**src/rtl/cnn_buf_pkg.sv**
```systemverilog
// Shared types and sizes for the CNN scratch-buffer sequencer.
// Optional almost-full output is enabled with BUF_CTRL_ALMOST_FULL_EN (see buffer_ctrl).
package cnn_buf_pkg;

  localparam int BUF_DEPTH = 16;
  localparam int BUF_AW    = 4;
  localparam int BUF_DW    = 8;

  typedef logic signed [BUF_DW-1:0] buf_word_t;
  typedef logic        [BUF_AW-1:0] buf_addr_t;

  // RUN is normal streaming; FLUSH marks the cycle right after a clear.
  typedef enum logic {
    RUN   = 1'b0,
    FLUSH = 1'b1
  } buf_ctrl_st_e;

endpackage

```
**src/rtl/buf_ctrl_outstage.sv**
```systemverilog
// Two-slot output stage for buffer_ctrl. Slot0 is the head shown on m_data,
// slot1 is a skid slot that absorbs the word already in flight from the
// buffer when the consumer stalls. Also tracks the one-cycle read in flight
// and reports how many slots are free after this cycle's pop.
module buf_ctrl_outstage
  import cnn_buf_pkg::*;
#(
  parameter int DW = BUF_DW
) (
  input  logic                 clk,
  input  logic                 rst_n,
  input  logic                 flush,
  input  logic                 issue,
  input  logic signed [DW-1:0] buf_data,
  input  logic                 m_ready,
  output logic                 m_valid,
  output logic signed [DW-1:0] m_data,
  output logic [1:0]           free_slots,
  output logic                 rd_inflight
);

  logic                 slot0Valid_q, slot0Valid_d;
  logic                 slot1Valid_q, slot1Valid_d;
  logic signed [DW-1:0] slot0Data_q,  slot0Data_d;
  logic signed [DW-1:0] slot1Data_q,  slot1Data_d;
  logic                 inflight_q,   inflight_d;
  logic                 pop;
  logic [1:0]           freeSlots;

  // Pop first, then drop the arriving read word into the first empty slot;
  // free slots are counted between those two steps so the issue logic sees
  // room made by a pop but not yet taken by the capture.
  always_comb begin
    pop          = slot0Valid_q & m_ready;
    slot0Valid_d = slot0Valid_q;
    slot0Data_d  = slot0Data_q;
    slot1Valid_d = slot1Valid_q;
    slot1Data_d  = slot1Data_q;
    inflight_d   = issue;

    if (pop) begin
      slot0Valid_d = slot1Valid_q;
      slot0Data_d  = slot1Data_q;
      slot1Valid_d = 1'b0;
    end

    freeSlots = {1'b0, ~slot0Valid_d} + {1'b0, ~slot1Valid_d};

    if (inflight_q) begin
      if (!slot0Valid_d) begin
        slot0Valid_d = 1'b1;
        slot0Data_d  = buf_data;
      end else begin
        slot1Valid_d = 1'b1;
        slot1Data_d  = buf_data;
      end
    end

    if (flush) begin
      slot0Valid_d = 1'b0;
      slot1Valid_d = 1'b0;
      slot0Data_d  = '0;
      slot1Data_d  = '0;
      inflight_d   = 1'b0;
    end
  end

  // Slot and in-flight registers.
  always_ff @(posedge clk or negedge rst_n) begin
    if (!rst_n) begin
      slot0Valid_q <= 1'b0;
      slot1Valid_q <= 1'b0;
      slot0Data_q  <= '0;
      slot1Data_q  <= '0;
      inflight_q   <= 1'b0;
    end else begin
      slot0Valid_q <= slot0Valid_d;
      slot1Valid_q <= slot1Valid_d;
      slot0Data_q  <= slot0Data_d;
      slot1Data_q  <= slot1Data_d;
      inflight_q   <= inflight_d;
    end
  end

  assign m_valid     = slot0Valid_q;
  assign m_data      = slot0Data_q;
  assign free_slots  = freeSlots;
  assign rd_inflight = inflight_q;

endmodule

```
**src/rtl/buffer_ctrl.sv**
```systemverilog
// Ring-FIFO sequencer for the 16 x 8-bit signed CNN scratch buffer.
// Drives the buffer's write port and read address, and hides its one-cycle
// read latency behind buf_ctrl_outstage so both sides stream 1 word/cycle.
// Define BUF_CTRL_ALMOST_FULL_EN to add parameter AF_THRESH and a registered
// almost_full output.
module buffer_ctrl
  import cnn_buf_pkg::*;
#(
  parameter int DEPTH = BUF_DEPTH,
  parameter int AW    = BUF_AW,
  parameter int DW    = BUF_DW
`ifdef BUF_CTRL_ALMOST_FULL_EN
  , parameter int AF_THRESH = 12
`endif
) (
  input  logic                 clk,
  input  logic                 reset_n,
  input  logic                 s_valid,
  input  logic signed [DW-1:0] s_data,
  output logic                 s_ready,
  output logic                 m_valid,
  output logic signed [DW-1:0] m_data,
  input  logic                 m_ready,
  output logic                 wrb,
  output logic [AW-1:0]        wrb_addr,
  output logic signed [DW-1:0] wrb_data,
  output logic [AW-1:0]        rdb_addr,
  input  logic signed [DW-1:0] buf_data_out,
  output logic [AW:0]          count,
  input  logic                 flush
`ifdef BUF_CTRL_ALMOST_FULL_EN
  , output logic               almost_full
`endif
);

  localparam logic [AW:0] DepthC = (AW+1)'(DEPTH);

  logic [1:0]    rstSync_q;
  logic          rstSyncN;
  logic [AW-1:0] wrPtr_q,   wrPtr_d;
  logic [AW-1:0] rdPtr_q,   rdPtr_d;
  logic [AW-1:0] rdbAddr_q, rdbAddr_d;
  logic [AW:0]   count_q,   count_d;
  buf_ctrl_st_e  st_q;
  logic          accept;
  logic          issue;
  logic [1:0]    freeSlots;
  logic          rdInflight;

  // Reset asserts asynchronously but releases two clocks later, in step with clk.
  always_ff @(posedge clk or negedge reset_n) begin
    if (!reset_n) begin
      rstSync_q <= 2'b00;
    end else begin
      rstSync_q <= {rstSync_q[0], 1'b1};
    end
  end

  assign rstSyncN = rstSync_q[1];

  // Handshakes: no write while full or flushing; a read is issued only when
  // there is a resident word and a slot left for it beyond the one in flight.
  always_comb begin
    s_ready = rstSyncN & (count_q < DepthC) & ~flush;
    accept  = s_valid & s_ready;
    issue   = rstSyncN & ~flush & (count_q != '0) & (freeSlots > {1'b0, rdInflight});
  end

  // Next-state for pointers, occupancy and the held read address.
  always_comb begin
    wrPtr_d   = wrPtr_q;
    rdPtr_d   = rdPtr_q;
    count_d   = count_q;
    rdbAddr_d = rdbAddr_q;

    if (accept) begin
      wrPtr_d = wrPtr_q + 1'b1;
    end
    if (issue) begin
      rdPtr_d   = rdPtr_q + 1'b1;
      rdbAddr_d = rdPtr_q;
    end

    case ({accept, issue})
      2'b10:   count_d = count_q + 1'b1;
      2'b01:   count_d = count_q - 1'b1;
      default: count_d = count_q;
    endcase

    if (flush) begin
      wrPtr_d = '0;
      rdPtr_d = '0;
      count_d = '0;
    end
  end

  // Pointer, occupancy and read-address registers.
  always_ff @(posedge clk or negedge rstSyncN) begin
    if (!rstSyncN) begin
      wrPtr_q   <= '0;
      rdPtr_q   <= '0;
      count_q   <= '0;
      rdbAddr_q <= '0;
    end else begin
      wrPtr_q   <= wrPtr_d;
      rdPtr_q   <= rdPtr_d;
      count_q   <= count_d;
      rdbAddr_q <= rdbAddr_d;
    end
  end

  // Control state: a flush parks us in FLUSH for exactly one cycle.
  always_ff @(posedge clk or negedge rstSyncN) begin
    if (!rstSyncN) begin
      st_q <= RUN;
    end else begin
      case (st_q)
        RUN:     st_q <= flush ? FLUSH : RUN;
        FLUSH:   st_q <= RUN;
        default: st_q <= RUN;
      endcase
    end
  end

`ifdef BUF_CTRL_ALMOST_FULL_EN
  localparam logic [AW:0] AfThreshC = (AW+1)'(AF_THRESH);
  logic almostFull_q;

  // Registered from next-state occupancy so it lines up with count.
  always_ff @(posedge clk or negedge rstSyncN) begin
    if (!rstSyncN) begin
      almostFull_q <= 1'b0;
    end else begin
      almostFull_q <= (count_d >= AfThreshC);
    end
  end

  assign almost_full = almostFull_q;
`endif

  buf_ctrl_outstage #(
    .DW (DW)
  ) u_outstage (
    .clk         (clk),
    .rst_n       (rstSyncN),
    .flush       (flush),
    .issue       (issue),
    .buf_data    (buf_data_out),
    .m_ready     (m_ready),
    .m_valid     (m_valid),
    .m_data      (m_data),
    .free_slots  (freeSlots),
    .rd_inflight (rdInflight)
  );

  assign wrb      = accept;
  assign wrb_addr = wrPtr_q;
  assign wrb_data = accept ? s_data : '0;
  assign rdb_addr = rdbAddr_d;
  assign count    = count_q;

endmodule
```
**config.mk**
```make
export PLATFORM = sky130hd
export DESIGN_NAME = buffer_ctrl
export DESIGN_NICKNAME = d
export VERILOG_FILES = /design/src/rtl/cnn_buf_pkg.sv /design/src/rtl/buf_ctrl_outstage.sv /design/src/rtl/buffer_ctrl.sv
export SDC_FILE = /design/constraint.sdc
export NUM_CORES = 1
export LEC_CHECK = 0
export CORE_UTILIZATION = 51
export DETAILED_ROUTE_END_ITERATION = 8
export DONT_BUFFER_PORTS = 1
export PLACE_DENSITY = 0.66
export RECOVER_POWER = 25
export SYNTH_ARGS = -nofsm -noshare
export SYNTH_HDL_FRONTEND = slang
export SYNTH_HIERARCHICAL = 1
export SYNTH_SLANG_ARGS = --single-unit
```
**constraint.sdc**
```tcl
create_clock -name clk -period 2.9 [get_ports clk]
set_input_delay 0.435 -clock clk [delete_from_list [all_inputs] [get_ports clk]]
set_output_delay 0.435 -clock clk [all_outputs]
set_load 0.02 [all_outputs]
```
# Yosys cells after proc, flatten, opt, wreduce, memory -nomap -nowiden
# Cells that the tools add are included.
[op_classes]
reduce_logical = 7
eq_ne = 2
addsub = 5
n_bitwise = 10
order_cmp = 2
mux = 23
[op_table]
columns = ["cell", "count"]
rows = [
  ["2-to-1 mux 8 bit", 8],
  ["2-to-1 mux 4 bit", 5],
  ["case mux 5 bit (2 select lines)", 1],
  ["adder 4 x 1 -> 4 bit, second input constant", 2],
  ["2-to-1 mux 1 bit", 8],
  ["nonzero test 2 bit", 4],
  ["AND 1 bit", 7],
  ["adder 5 x 1 -> 5 bit, second input constant", 1],
  ["less-than comparator 5 bit, second input constant", 1],
  ["2-to-1 mux 5 bit", 1],
  ["nonzero test 5 bit", 1],
  ["subtractor 5 x 1 -> 5 bit, second input constant", 1],
  ["NOT 1 bit", 3],
  ["nonzero test 3 bit", 1],
  ["adder 1 x 1 -> 2 bit", 1],
  ["equality test 2 x 1 -> 1 bit, second input constant", 1],
  ["equality test 2 bit, second input constant", 1],
  ["> comparator 2 x 1 -> 1 bit", 1],
  ["AND reduction 2 bit", 1],
]
[word_totals]
out_inout_bits = 32
reg_bits = 38

# Logic depth before layout (Yosys ltp)
[depth]
ltp_word = 9
ltp_mapped = 15
depth_no_buf = 13

# Modules after synthesis
# The synthesis kept the hierarchy.
[by_module_without_submodules]
columns = ["module", "seq_area_each_um2", "cells_per_inst", "instances", "area_each_um2"]
rows = [
  ["buf_ctrl_outstage", 475.5, 104, 1, 1082.3],
  ["buffer_ctrl", 475.5, 105, 1, 1047.3],
]

# Worst setup path after synthesis
# Ideal clock, no wire load.
[synth_timing]
path_kind = "flip-flop to flip-flop"
startpoint = "register u_outstage.slot0Valid_q, in the netlist u_outstage/m_valid"
endpoint = "register count_q[4], in the netlist count[4]"
path_stages_with_launch = 16
arrival_time_ps = 3094
required_time_ps = 2764
slack_ps = -330
setup_ps = 136
period_less_slack_ps = 3230
path_buffers = 2
path_cell_list = "dfrtp_1 > buf_2 > nand2b_1 > xnor2_1 > inv_1 > ha_1 > o21bai_1 > o211ai_4 > buf_4 > nor2_1 > xor2_1 > ha_1 > a211o_1 > a211oi_1 > mux2i_1 > a21oi_1"
[synth_via]
elab_chain_cells = 9
word_cells_on_any_way = 13
classes_between = "add/sub: 1; order compare: 1; eq/ne: 2; mux: 4; bitwise: 4; reduce/logical: 1"
[synth_lines]
columns = ["item", "line", "source"]
rows = [
  ["from (decl)", "buf_ctrl_outstage.sv:22", "logic slot0Valid_q, slot0Valid_d;"],
  ["from (signal assigned)", "buf_ctrl_outstage.sv:77", "slot0Valid_q <= slot0Valid_d;"],
  ["AND 1 bit", "buf_ctrl_outstage.sv:34", "pop = slot0Valid_q & m_ready;"],
  ["2-to-1 mux 1 bit", "buf_ctrl_outstage.sv:41", "if (pop) begin"],
  ["NOT 1 bit", "buf_ctrl_outstage.sv:47", "freeSlots = {1'b0, ~slot0Valid_d} + {1'b0, ~slot1Valid_d};"],
  ["adder 1 x 1 -> 2 bit *", "buf_ctrl_outstage.sv:47", ""],
  ["net freeSlots[0]", "buffer_ctrl.sv:47", "logic [1:0] freeSlots;"],
  ["> comparator 2 x 1 -> 1 bit *", "buffer_ctrl.sv:66", "issue = rstSyncN & ~flush & (count_q != '0) & (freeSlots > {1'b0, rdInflight});"],
  ["AND 1 bit *", "buffer_ctrl.sv:66", ""],
  ["equality test 2 x 1 -> 1 bit / equality test 2 bit (equally long branches)", "buffer_ctrl.sv:84", "case ({accept, issue})"],
  ["case mux 5 bit (2 select lines)", "buffer_ctrl.sv:84", ""],
  ["2-to-1 mux 5 bit", "buffer_ctrl.sv:90", "if (flush) begin"],
  ["to (signal assigned)", "buffer_ctrl.sv:107", "count_q <= count_d;"],
  ["to (decl)", "buffer_ctrl.sv:43", "logic [AW:0] count_q, count_d;"],
]
# The timed path passes the listed nets; every way through them passes the cells marked *.
# A chain may end at the register's enable or synchronous reset.

# Worst setup path after layout
[layout_timing]
startpoint = "register u_outstage.slot0Valid_q, in the netlist u_outstage/m_valid"
endpoint = "output port rdb_addr[2]"
[layout_via]
elab_chain_cells = 7
word_cells_on_any_way = 9
classes_between = "add/sub: 1; order compare: 1; mux: 3; bitwise: 4"
[layout_lines]
columns = ["item", "line", "source"]
rows = [
  ["AND 1 bit", "buf_ctrl_outstage.sv:34", ""],
  ["2-to-1 mux 1 bit", "buf_ctrl_outstage.sv:41", ""],
  ["NOT 1 bit", "buf_ctrl_outstage.sv:47", ""],
  ["adder 1 x 1 -> 2 bit *", "buf_ctrl_outstage.sv:47", ""],
  ["net freeSlots[0]", "buffer_ctrl.sv:47", ""],
  ["> comparator 2 x 1 -> 1 bit *", "buffer_ctrl.sv:66", ""],
  ["AND 1 bit *", "buffer_ctrl.sv:66", ""],
  ["net issue", "buffer_ctrl.sv:46", "logic issue;"],
  ["2-to-1 mux 4 bit *", "buffer_ctrl.sv:79", "if (issue) begin"],
  ["to (decl)", "buffer_ctrl.sv:27", "output logic [AW-1:0] rdb_addr,"],
]
# Marks and branches as above.

==> results.ini <==
[finish]
drive_above_1_share_pct=17.3
final_nets=239
diodes=0
area.growth.synth_to_final_pct=10.3
nFillCells=328

[detailed_routing]
post_drt_wl_per_cell_um=16.4
avgViaCountPerCell=5.75
vias=1517
drc_errors=0
wl_um=4320
first_iter_violations=167
drt_pre_antenna_iters=4
ant_nets=0

[sta]
finalHoldViolations=0
fin_setup_tns_ns=0
worst_pin_slew_ns=1.68
fmax_mhz=377
fin_worst_skew_ns=0.00794
finalSetupViolCount=0
slew_headroom_pct=-12.3
rsz0062_at_grt=no
drv_slew=33
min_period_ns=2.65
holdWs_ns=0.124
finalCritPeriodShare_pct=91.4

[hold_path]
min_path_type=reg2async

[worst_setup_path]
critPathCaptureType=primary output
crit_arrival_ns=2.22
crit_buf_inv=3
crit_slowest_cell=dfrtp_2
r2r-start=u_outstage/m_valid
cp_max_fo=13
critical_path.top_delay_family=buffers and inverters
worst_ep_required_time_ns=2.47
cp-start-kind=flip-flop
critical_path_class=reg2out
crit_chain=nand2b_4, xnor2_1, inv_1, ha_1, o21bai_2, o211ai_4, buf_4, inv_1, nand2_1, nand2_1
startpoint=u_outstage/m_valid
max_stage_delay_ns=0.42

[outcome]
failed_checks=max-capacitance violations, max-slew violations
status=complete, but fails checks

[clocking]
clk_latency_ns=0.29
cts_tree=yes
numClockSinks=38
clk_pin_slew_worst_paths_ns=0.08
cts_root_buf=clkbuf_8
cts.path.max_buffers=2
cts-resized-gates=0
cts_buffers=5
cts_htree_levels=2

[placed_design]
gp_congestion=0.903
dpl.hpwl_um=3160
portBuffers=0

[synth]
synthArstFlopShare_pct=100
synth_cells=209
ys_seq_elements=38
synth_top_flop_cell=dfrtp_1
synth_area_um2=2130
avgSynthCellArea_um2=10.2
syn-num-nets=235
yosys.cell_types.count=42
synth-edff-count=0
ys_warn_count=6
yosysSeqAreaShare_pct=44.7

[floorplanning]
core.rowCount=23
ios=53
die_y_um=66.6
dieArea_um2=4440
core_area_um2=4000
die_w_um=66.6
floorplan.initialDensity_pct=53.2

[global_routing]
grt_pass1_wl_um=7120
grt_max_degree=43
globalRouteOverflowTotal=0
antenna_found_initial=0
grt.total_usage_pct=21.0
grt_pass1_vias=1620

[pwr]
peakVddDrop_v=0.000359
p_leak_nw=1.01
power_density_nw_per_um2=545

[flow_run]
cap_viol_max_count=1

-- routing by layer --
metal  routed length [µm]  GRT usage [%]
met5                    0              0
met4                    0           3.19
met3                  266           6.16
met2                 2310           39.5
met1                 1740           23.3
-- metrics by stage --
stage                     worst slack, ns  utilization [%]  total power, mW  std cells  area (µm²)
after floorplan                   0.00577                -            0.726        209        2160
after global placement              0.292             55.1            0.743        255        2210
after detailed placement            0.197             55.1            0.752        255        2210
after CTS                           0.228             58.8             1.30        264        2350
after global routing                0.101             58.7             1.33        264        2350
final                               0.249             58.7             1.28        264        2350
-- where the power goes --
group | internal (mW) | switching, mW
Sequential | 0.549 | 0.0271
Clock | 0.345 | 0.194
Combinational | 0.0656 | 0.0989
Total | 0.959 | 0.320
-- placed cells by master, fill, tap and decap left out, types with 2 or more instances in the layout --
cell	n
mux2i_1	13
ha_1	4
nand3_1	11
nand2_1	18
inv_1	2
nand2b_1	27
bufinv_16	2
clkbuf_8	5
dfrtp_1	37
xor2_1	3
and2_1	10
o2111ai_1	2
a311oi_2	8
nor2_1	14
and3_1	2
nand2b_4	2
buf_4	7
xnor2_1	5
o21ai_0	2
nor3_1	2
nor2b_1	2
a21oi_1	11
-- cells in the mapped netlist (3+ instances only) --
master / count / area (µm²)
xor2_1: 3 / 26.3
ha_1: 5 / 62.6
nor2_1: 15 / 56.3
nand2b_1: 28 / 175
a311oi_2: 8 / 120
clkbuf_1: 4 / 15.0
nand2_1: 18 / 67.6
xnor2_1: 5 / 43.8
nand3_1: 11 / 55.1
buf_2: 3 / 15.0
and2_1: 10 / 62.6
a21oi_1: 11 / 55.1
mux2i_1: 13 / 130
buf_4: 3 / 22.5
dfrtp_1: 38 / 951
-- cell type report --
| class | instances | area (µm²) | area share, % |
|---|---|---|---|
| Clock buffer | 5 | 68.8 | 2.93 |
| Clock inverter | 3 | 68.8 | 2.93 |
| Inverter | 2 | 7.51 | 0.320 |
| Multi-Input combinational cell | 157 | 1120 | 47.8 |
| Sequential cell | 38 | 952 | 40.5 |
| Tap cell | 50 | 62.6 | 2.66 |
| Timing Repair Buffer | 9 | 66.3 | 2.82 |
-- worst paths after layout --
path | to | slack, ns | depth (start not counted)
setup / recovery | rdb_addr[2] | 0.25 | 10
hold / removal | count[4] | 0.12 | 0
setup reg to reg | count[4] | 0.31 | 13
hold reg to reg | count[4] | 0.12 | 0
max in group asynchronous | u_outstage/m_valid | 0.79 | 1
min in group clk | u_outstage/m_data[4] | 0.21 | 1
-- cells by family (layout without fill, tap and decap cells) --
| kind of cell | after synthesis | after routing | share of synthesized area, % |
|---|---|---|---|
| AND/OR/NAND/NOR | 97 | 97 | 24.7 |
| flip-flops | 38 | 38 | 44.7 |
| AO/OA/AOI/OAI | 32 | 32 | 13.7 |
| multiplexers | 14 | 14 | 6.64 |
| buffers and inverters | 14 | 19 | 3.88 |
| XOR/XNOR | 8 | 8 | 3.29 |
| adder cells (fa/ha/maj) | 5 | 5 | 2.94 |
| other | 1 | 1 | 0.176 |
-- timing repair --
item | CTS | global route
hold endpoints to repair | 2 | 0
buffers inserted | 0 | 0
hold buffers | 1 | 0
-- flip-flops by register name, indices dropped and copies added (netlist names) --
register / count
u_outstage/m_data: 8
u_outstage/slot1Data_q: 8
count: 5
rdPtr_q: 4
rdbAddr_q: 4
wrb_addr: 4
rstSync_q: 2
u_outstage/m_valid: 1
u_outstage/rd_inflight: 1
u_outstage/slot1Valid_q: 1
Power figures use the tool's default switching activity.
